[src/rtl/serial_dec2.sv]
// Serial decrementer: subtracts a 1-bit borrow from WIDTH bits, one 2-bit slice per clock,
// LSB slice first, with a start/busy/done handshake.
module serial_dec2 #(
  parameter int WIDTH = 8
) (
  input  logic             clk,
  input  logic             rst,
  input  logic             start,
  input  logic [WIDTH-1:0] operand,
  input  logic             bi,
  output logic             busy,
  output logic             done,
  output logic [WIDTH-1:0] result,
  output logic             bo
);
  localparam int N  = WIDTH / 2;
  localparam int CW = (N > 1) ? $clog2(N) : 1;

  typedef enum logic [1:0] {S_IDLE, S_RUN, S_DONE} state_t;

  state_t           r_state;
  logic [WIDTH-1:0] r_sh;
  logic             r_bor;
  logic [CW-1:0]    r_cnt;
  logic [WIDTH-1:0] r_result;
  logic             r_bo;

  logic [1:0]       w_d;
  logic [1:0]       w_slice;
  logic             w_bnext;
  logic [WIDTH-1:0] w_sh_nxt;
  logic             w_last;

  // One slice of the borrow chain; the borrow dies as soon as a nonzero slice absorbs it.
  assign w_d      = r_sh[1:0];
  assign w_slice  = w_d - {1'b0, r_bor};
  assign w_bnext  = r_bor & (w_d == 2'b00);
  assign w_sh_nxt = (r_sh >> 2) | (WIDTH'(w_slice) << (WIDTH - 2));
  assign w_last   = (r_cnt == CW'(N - 1));

  always_ff @(posedge clk or posedge rst) begin
    if (rst) begin
      r_state  <= S_IDLE;
      r_sh     <= '0;
      r_bor    <= 1'b0;
      r_cnt    <= '0;
      r_result <= '0;
      r_bo     <= 1'b0;
    end else begin
      case (r_state)
        S_IDLE: begin
          if (start) begin
            r_sh    <= operand;
            r_bor   <= bi;
            r_cnt   <= '0;
            r_state <= S_RUN;
          end
        end
        S_RUN: begin
          r_sh  <= w_sh_nxt;
          r_bor <= w_bnext;
          r_cnt <= r_cnt + 1'b1;
          if (w_last) begin
            r_result <= w_sh_nxt;
            r_bo     <= w_bnext;
            r_state  <= S_DONE;
          end
        end
        S_DONE:  r_state <= S_IDLE;
        default: r_state <= S_IDLE;
      endcase
    end
  end

  assign busy   = (r_state != S_IDLE);
  assign done   = (r_state == S_DONE);
  assign result = r_result;
  assign bo     = r_bo;
endmodule

[config.mk]
export PLATFORM = sky130hd
export DESIGN_NAME = serial_dec2
export DESIGN_NICKNAME = d
export VERILOG_FILES = /design/src/rtl/serial_dec2.sv
export SDC_FILE = /design/constraint.sdc
export NUM_CORES = 1
export LEC_CHECK = 0
export ABC_AREA = 0
export CAP_MARGIN = 20
export CORE_ASPECT_RATIO = 0.9
export CORE_MARGIN = 4
export CORE_UTILIZATION = 25
export CTS_BUF_LIST = sky130_fd_sc_hd__clkbuf_2 sky130_fd_sc_hd__clkbuf_4 sky130_fd_sc_hd__clkbuf_8
export CTS_CLUSTER_DIAMETER = 120
export CTS_CLUSTER_SIZE = 12
export DETAILED_ROUTE_END_ITERATION = 8
export PLACE_DENSITY = 0.51
export SLEW_MARGIN = 0
export SYNTH_ARGS = -nofsm -noshare
export SYNTH_HDL_FRONTEND = slang
export SYNTH_SLANG_ARGS = --single-unit
export TNS_END_PERCENT = 20
[constraint.sdc]
create_clock -name clk -period 2.79 [get_ports clk]
set_input_delay 0.4185 -clock clk [delete_from_list [all_inputs] [get_ports clk]]
set_output_delay 0.4185 -clock clk [all_outputs]
set_load 0.1 [all_outputs]
==> flow_summary_export.csv, run 1 <==
group,metric,value,unit
clock_tree,root_buffer,"clkbuf_8",
timing,worstMarginPinSlew,0.852,ns
clock_tree,postCtsSetupBuffers,0,
clock_tree,cts_sinks,22,
detailed_routing,viasPerCell,4.42,
die,die_w,75.8,um
grt,grt_usage,0.0928,
detailed_routing,drc_errors,0,
timing,skew,0.00232,ns
hold_path,worstHoldStart,"bo",
setup_path,worst-endpoint-arrival,1.53,ns
setup_path,critPathCaptureType,"output port",
setup_path,rr_worst_depth,3,
place,place_congestion,0.751,
synth,ys_ff_latch,22,
place,dp.cells,156,
clock_tree,cts_hold_buf,0,
place,dp_hpwl,1.56,mm
synth,syn_nets,106,
clock_tree,clk_path_buf_depth,2,
final_layout,layout.cells.non_filler,160,
synth,async_flop_share,1.00,
place,port_buffers,22,
final_layout,syn2layout_area_growth,25.8,%
setup_path,reg2reg_to,"r_sh[3]",
setup_path,crit_family,"flip-flops",
detailed_routing,vias,707,
clock_tree,clkTransAtPathRegs,0.08,ns
timing,report.final.slew_viol_count,0,
hold_path,holdPathEnd,"bo",
clock_tree,cts_made_buffers,3,
clock_tree,insertion_delay,0.26,ns
die,die_area,5230,um^2
timing,fin_crit_sh,0.698,
synth,ys_seq_area_frac,0.533,
die,core_area,3860,um^2
setup_path,reg2reg_slack,1.37,ns
synth,synth_edf_count,0,
synth,yosys_most_used_dff,"dfrtp_1",
synth,synthCells,92,
setup_path,cp_data_required_time,2.37,ns
setup_path,r2r-start,"r_state[0]",
timing,post-route-min-period,1.95,ns
grt,grt_max_degree,23,
detailed_routing,wl,2.11,mm
grt,grt_pass1_wl,3.50,mm
hold_path,min_path_cells,2,
detailed_routing,drt_first_pass_iters,4,
synth,synth_cell_types,27,
setup_path,path_cells,"or2_4 -> buf_4",
timing,hold_viol_final,0,
final_layout,nNetsFinal,129,
detailed_routing,drtAntennaViolNets,0,
die,rows,21,
setup_path,setup.worst_path.start,"r_state[0]",
timing,rsz0062_at_grt,"false",
final_layout,drive_gt1_frac,0.211,
synth,synth_area,1030,um^2
grt,grt_pass1_vias,698,
timing,max_slew_margin,0.431,
grt,antenna_found_initial,0,
die,ios,23,
synth,syn_avg_cell_area,11.2,um^2
synth,yosysWarnings,0,
setup_path,cp_num_buf_inv,1,
clock_tree,cts_tree,"yes",
final_layout,mostFrequentLayoutCells,"dfrtp_1, nand2_1, clkdlybuf4s50_1, buf_4",
final_layout,final_common_cell,"dfrtp_1",
grt,grt.overflow.total,0,
run_status,status,"finished, final reports clean",
setup_path,critical_path_depth,2,
timing,totalNegativeSetupSlack,0,ns
detailed_routing,drt_iter0_drc,35,
final_layout,fin_util,0.337,
setup_path,crit_path_top_delay_cell,"dfrtp_1",
setup_path,slowest_delay,0.74,ns
die,die_h,69.0,um
hold_path,hold_class,"reg -> reg",
final_layout,n_antenna_cell,0,
die,initial_core_util,0.268,
clock_tree,cts_max_level,1,
setup_path,critical_path_class,"reg -> out",
detailed_routing,detail_route.wl_per_cell,13.2,um
timing,setup_viol,0,
timing,max_freq,0.514,GHz
setup_path,cp-start-kind,"flip-flop",
flow_run,maxCapViolations,0,
setup_path,critPathMaxFanout,18,
clock_tree,cts_resized,0,
-- kinds of logic after synthesis --
logic type,Yosys count,share of synthesized area
adders and majority gates,2,0.0242
muxes,1,0.0109
DFF,22,0.533
buffers and inverters,13,0.0702
and+or+nand+nor,25,0.148
AOI/OAI and AO/OA,28,0.206
xor gates and xnor gates,1,0.00848
-- synth_stat cells, types with 2 or more instances --
master	number	area, um^2
dfrtp_1	22	551
nand2_1	12	45.0
inv_1	9	33.8
o21ai_0	9	45.0
o22a_1	7	61.3
a2bb2oi_1	5	43.8
nor2_1	4	15.0
buf_6	3	33.8
a22oi_1	2	15.0
ha_1	2	25.0
-- layer usage --
metal | up-vias | track usage | share of wire
li1 | 362 | - | -
met4 | 0 | 0.0328 | 0.017
met1 | 323 | 0.133 | 0.50
met5 | - | 0 | 0
met3 | 4 | 0.0304 | 0.058
met2 | 18 | 0.128 | 0.43
-- how the worst max path moves through the flow --
stage	endpoint	slack, ns
4_1_cts	busy	0.84
6_report	busy	0.84
3_5_place_dp	r_sh[0]	1.12
5_1_grt	busy	0.75
3_3_place_gp	r_sh[3]	1.15
2_1_floorplan	done	0.42
-- layout make-up --
type	instances	area, um^2
multi-input combinational	57	410
sequential	22	551
inverter	9	33.8
clock buffer	4	55.1
timing repair buffer	22	193
fill	392	2560
tap	46	57.6
-- registers in the layout (all words and copies together) (netlist names) --
signal	cells
r_sh	8
r_cnt	2
bo	1
r_state	2
r_bor	1
result	8
-- worst register-to-register path, delay by kind of cell, from the launching register on --
family             cells  cell delay, ns
AOI/OAI and AO/OA      2            0.34
DFF                    1            0.74
and+or+nand+nor        1            0.29
-- per-stage QoR --
step,instance area (um^2),worst slack [ns],hold slack (ns)
finish,1300,0.843,0.483
global route,1300,0.746,0.533
CTS,1300,0.837,0.493
detailed placement,1240,1.12,0.474
global placement,1240,1.15,0.463
floorplan,1030,0.421,0.408
Power of run 1 is left out: the tool's default activity adds up to more than one toggle a clock period on the data nets, which glitch-free logic cannot reach.
==> run 2, diff against run 1 <==
==> constraint.sdc (replaced) <==
create_clock -name clk -period 1.9 [get_ports clk]
set_input_delay 0.285 -clock clk [delete_from_list [all_inputs] [get_ports clk]]
set_output_delay 0.285 -clock clk [all_outputs]
set_load 0.1 [all_outputs]
==> run 2 against run 1 <==
  * Routed wire length up 4.4%
  * Design area increased by 2.7%
  * Cell count grew 0.63%
  * Via count grew 3.7%
  * Die area is the same
  * Clock skew increased by 0.0013 ns
  * Critical path depth stayed put
==> flow_summary_export.csv, run 2 (synthesized netlist as in run 1, its figures left out) <==
group,metric,value,unit
timing,post-route-min-period,1.74,ns
setup_path,worst-endpoint-arrival,1.46,ns
die,core_area,3860,um^2
timing,rsz0062_at_grt,"false",
detailed_routing,drt_first_pass_iters,3,
detailed_routing,wl,2.20,mm
setup_path,slowest_delay,0.75,ns
die,initial_core_util,0.268,
clock_tree,cts_tree,"yes",
clock_tree,cts_resized,0,
detailed_routing,vias,733,
clock_tree,clkTransAtPathRegs,0.08,ns
place,place_area,1280,um^2
clock_tree,cts_sinks,22,
clock_tree,cts_made_buffers,3,
detailed_routing,drt_iter0_drc,12,
die,die_h,69.0,um
clock_tree,clk_path_buf_depth,2,
final_layout,syn2layout_area_growth,29.2,%
clock_tree,root_buffer,"clkbuf_8",
die,rows,21,
clock_tree,postCtsSetupBuffers,0,
clock_tree,cts_max_level,1,
grt,antenna_found_initial,0,
setup_path,cp-start-kind,"flip-flop",
detailed_routing,drtAntennaViolNets,0,
grt,grt_pass1_wl,3.73,mm
setup_path,cp_data_required_time,1.62,ns
timing,max_freq,0.573,GHz
final_layout,n_antenna_cell,0,
hold_path,hold_class,"in -> async",
timing,fin_ws,0.155,ns
setup_path,cp_num_buf_inv,1,
timing,report.final.slew_viol_count,0,
setup_path,crit_family,"flip-flops",
detailed_routing,viasPerCell,4.55,
setup_path,critical_path_class,"reg -> out",
setup_path,critical_path_depth,2,
run_status,status,"finished, final reports clean",
detailed_routing,drc_errors,0,
grt,grt_max_degree,23,
place,post-place-ws,0.333,ns
final_layout,drive_gt1_frac,0.226,
clock_tree,insertion_delay,0.26,ns
final_layout,nNetsFinal,130,
place,dp_hpwl,1.62,mm
die,ios,23,
detailed_routing,detail_route.wl_per_cell,13.7,um
timing,setup_viol,0,
final_layout,final_common_cell,"dfrtp_1",
place,place_congestion,0.746,
place,port_buffers,22,
die,die_area,5230,um^2
grt,grt_pass1_vias,756,
setup_path,critPathMaxFanout,18,
timing,max_slew_margin,0.576,
timing,totalNegativeSetupSlack,0,ns
final_layout,design_area,1340,um^2
grt,grt.overflow.total,0,
setup_path,rr_worst_depth,3,
flow_run,maxCapViolations,0,
grt,grt_usage,0.0970,
setup_path,critPathCaptureType,"output port",
setup_path,crit_path_top_delay_cell,"dfrtp_1",
clock_tree,cts_hold_buf,0,
timing,worstMarginPinSlew,0.636,ns
timing,skew,0.00362,ns
final_layout,mostFrequentLayoutCells,"dfrtp_1, nand2_1, clkdlybuf4s50_1, buf_4",
timing,fin_crit_sh,0.918,
setup_path,path_cells,"or2_4 -> buf_12",
die,die_w,75.8,um
timing,hold_viol_final,0,
final_layout,fin_util,0.346,
==> run 2: path summary, 6_finish.rpt <==
| kind | start | to | slack [ns] |
|---|---|---|---|
| min in group clk | result[5] | result[5] | 0.48 |
| hold reg to reg | result[5] | result[5] | 0.48 |
| max in group asynchronous | rst | r_sh[2] | 1.31 |
| setup / recovery | r_state[0] | busy | 0.16 |
| hold / removal | rst | result[3] | 0.36 |
| setup reg to reg | r_state[0] | r_sh[3] | 0.45 |
==> run 2: worst min-delay path, cell delays in order <==
cell and delay [ns]:
clkdlybuf4s50_1 0.40, inv_1 0.06, buf_4 0.28
==> run 2: cell type report <==
class,count,area (um^2)
inverters,9,33.8
fillers,400,2530
repair buffers,23,225
clock buffers,4,55.1
well taps,46,57.6
flip-flops and latches,22,551
multi-input cells,57,413
==> run 2: per-layer routing <==
| metal | vias up | share of wire | GRT usage |
|---|---|---|---|
| met2 | 19 | 0.46 | 0.149 |
| li1 | 369 | - | - |
| met3 | 4 | 0.051 | 0.0275 |
| met5 | - | 0 | 0 |
| met1 | 341 | 0.47 | 0.127 |
| met4 | 0 | 0.017 | 0.0415 |
==> run 2: through the flow <==
step | cells | hold slack, ns
after detailed placement | 157 | 0.473
after global placement | 157 | 0.463
after CTS | 161 | 0.376
final | 161 | 0.363
after global routing | 161 | 0.391
after floorplan | 92 | 0.274
Power of run 2 is left out for the same reason.
==> run 3, diff against run 2 <==
--- a/config.mk
+++ b/config.mk
@@ -5,7 +5,6 @@
 export SDC_FILE = /design/constraint.sdc
 export NUM_CORES = 1
 export LEC_CHECK = 0
-export ABC_AREA = 0
 export CAP_MARGIN = 20
 export CORE_ASPECT_RATIO = 0.9
 export CORE_MARGIN = 4
@@ -14,7 +13,9 @@
 export CTS_CLUSTER_DIAMETER = 120
 export CTS_CLUSTER_SIZE = 12
 export DETAILED_ROUTE_END_ITERATION = 8
-export PLACE_DENSITY = 0.51
+export DONT_BUFFER_PORTS = 1
+export HOLD_SLACK_MARGIN = 0.12
+export PLACE_DENSITY = 0.44
 export SLEW_MARGIN = 0
 export SYNTH_ARGS = -nofsm -noshare
 export SYNTH_HDL_FRONTEND = slang
==> run 3 against run 2 <==
  * Global-route usage shrank 0.27 points
  * Die area is the same
  * Routed wire length decreased by 0.73%
  * Critical path type unchanged
==> flow_summary_export.csv, run 3 (synthesized netlist as in run 1, its figures left out) <==
group,metric,value,unit
setup_path,r2r-start,"r_state[1]",
setup_path,cp_data_required_time,1.62,ns
setup_path,critPathCaptureType,"output port",
timing,fin_ws,0.192,ns
detailed_routing,viasPerCell,4.63,
setup_path,crit_path_top_delay_cell,"dfrtp_1",
detailed_routing,drt_iter0_drc,15,
die,rows,21,
hold_path,hold_class,"in -> reg",
flow_run,maxCapViolations,0,
run_status,status,"finished, final reports clean",
detailed_routing,drc_errors,0,
place,post-place-ws,0.486,ns
timing,totalNegativeSetupSlack,0,ns
timing,fin_crit_sh,0.899,
detailed_routing,detail_route.wl_per_cell,14.5,um
place,port_buffers,0,
setup_path,reg2reg_slack,0.51,ns
timing,max_freq,0.585,GHz
grt,grt_pass1_vias,779,
setup_path,cp-start-kind,"flip-flop",
setup_path,worst-endpoint-arrival,1.42,ns
final_layout,n_antenna_cell,0,
clock_tree,cts_sinks,22,
timing,worstMarginPinSlew,0.449,ns
setup_path,critPathCapture,"done",
die,core_area,3860,um^2
final_layout,mostFrequentLayoutCells,"dfrtp_1, nand2_1, buf_4, inv_1, o21ai_0",
timing,hold_viol_final,0,
die,die_area,5230,um^2
final_layout,syn2layout_area_growth,18.6,%
die,initial_core_util,0.268,
timing,setup_viol,0,
final_layout,nNetsFinal,120,
timing,skew,0.00598,ns
setup_path,reg2reg_to,"r_sh[7]",
grt,grt_pass1_wl,3.63,mm
timing,post-route-min-period,1.71,ns
timing,report.final.slew_viol_count,0,
setup_path,path_cells,"nor2b_2 -> buf_4",
timing,timing.hold.ws,0.181,ns
final_layout,drive_gt1_frac,0.248,
clock_tree,insertion_delay,0.27,ns
place,dp_hpwl,1.60,mm
detailed_routing,drt_first_pass_iters,3,
setup_path,setup.worst_path.start,"r_state[1]",
final_layout,regArea,551,um^2
timing,max_slew_margin,0.700,
clock_tree,cts_tree,"yes",
die,ios,23,
place,dp.cells,146,
setup_path,slowest_delay,0.63,ns
setup_path,rr_worst_depth,3,
place,place_congestion,0.686,
grt,grt_usage,0.0944,
grt,grt_max_degree,23,
final_layout,final_common_cell,"dfrtp_1",
grt,antenna_found_initial,0,
clock_tree,clkTransAtPathRegs,0.09,ns
final_layout,layout.cells.non_filler,151,
clock_tree,root_buffer,"clkbuf_8",
final_layout,multi_input_area,413,um^2
detailed_routing,drtAntennaViolNets,0,
clock_tree,clk_path_buf_depth,2,
hold_path,min_path_cells,2,
detailed_routing,wl,2.18,mm
die,die_h,69.0,um
timing,rsz0062_at_grt,"false",
final_layout,nFillCells,400,
grt,grt.overflow.total,0,
die,die_w,75.8,um
setup_path,critical_path_class,"reg -> out",
clock_tree,cts_max_level,1,
clock_tree,cts_made_buffers,3,
detailed_routing,vias,699,
setup_path,critPathMaxFanout,14,
## run 3: cell count changes in the layout (fill, tap and decap cells not counted), sizes merged
| cell | change |
|---|---|
| bufinv | +1 |
| clkbuf | -1 |
| clkdlybuf4s50 | -11 |
| dlygate4sd3 | +1 |
## run 3: metal layers
metal  track usage  wire (um)  vias up
met4        0.0393         25        0
met2         0.160       1090       14
met5             0          0        -
met1         0.105        933      336
li1              -          -      345
met3        0.0362        137        4
## run 3: per-stage QoR
stage	area (um^2)	utilization
6_report	1230	0.317
3_5_place_dp	1140	0.296
2_1_floorplan	1040	-
4_1_cts	1230	0.317
3_3_place_gp	1140	0.296
5_1_grt	1230	0.317
## run 3: worst max-delay path, delay by kind of cell, from the launching register on
| family | cells | cell delay [ns] |
|---|---|---|
| buffers and inverters | 1 | 0.30 |
| flip-flops | 1 | 0.63 |
| AND/OR/NAND/NOR | 1 | 0.23 |
## run 3: area by class of cell
type / instances / area share
timing repair buffer: 13 / 0.0816
multi-input combinational: 57 / 0.337
clock inverter: 1 / 0.0245
tap: 46 / 0.0469
inverter: 9 / 0.0276
clock buffer: 3 / 0.0337
sequential: 22 / 0.449
## run 3: worst min-delay path by stage
stage                      to   from  slack [ns]
floorplan                  bo    rst        0.27
global placement    result[1]    rst        0.23
detailed placement  result[1]    rst        0.24
CTS                     r_bor  start        0.19
global route            r_bor  start        0.19
finish                  r_bor  start        0.18
## run 3: repair_timing
| item | 4_1_cts | 5_1_grt |
|---|---|---|
| gates resized for setup | 0 | 0 |
| buffers inserted | 0 | 0 |
| endpoints found under the setup margin | 0 | 0 |
| hold buffers | 1 | 0 |
| hold endpoints to repair | 22 | 0 |
Power of run 3 is left out for the same reason.
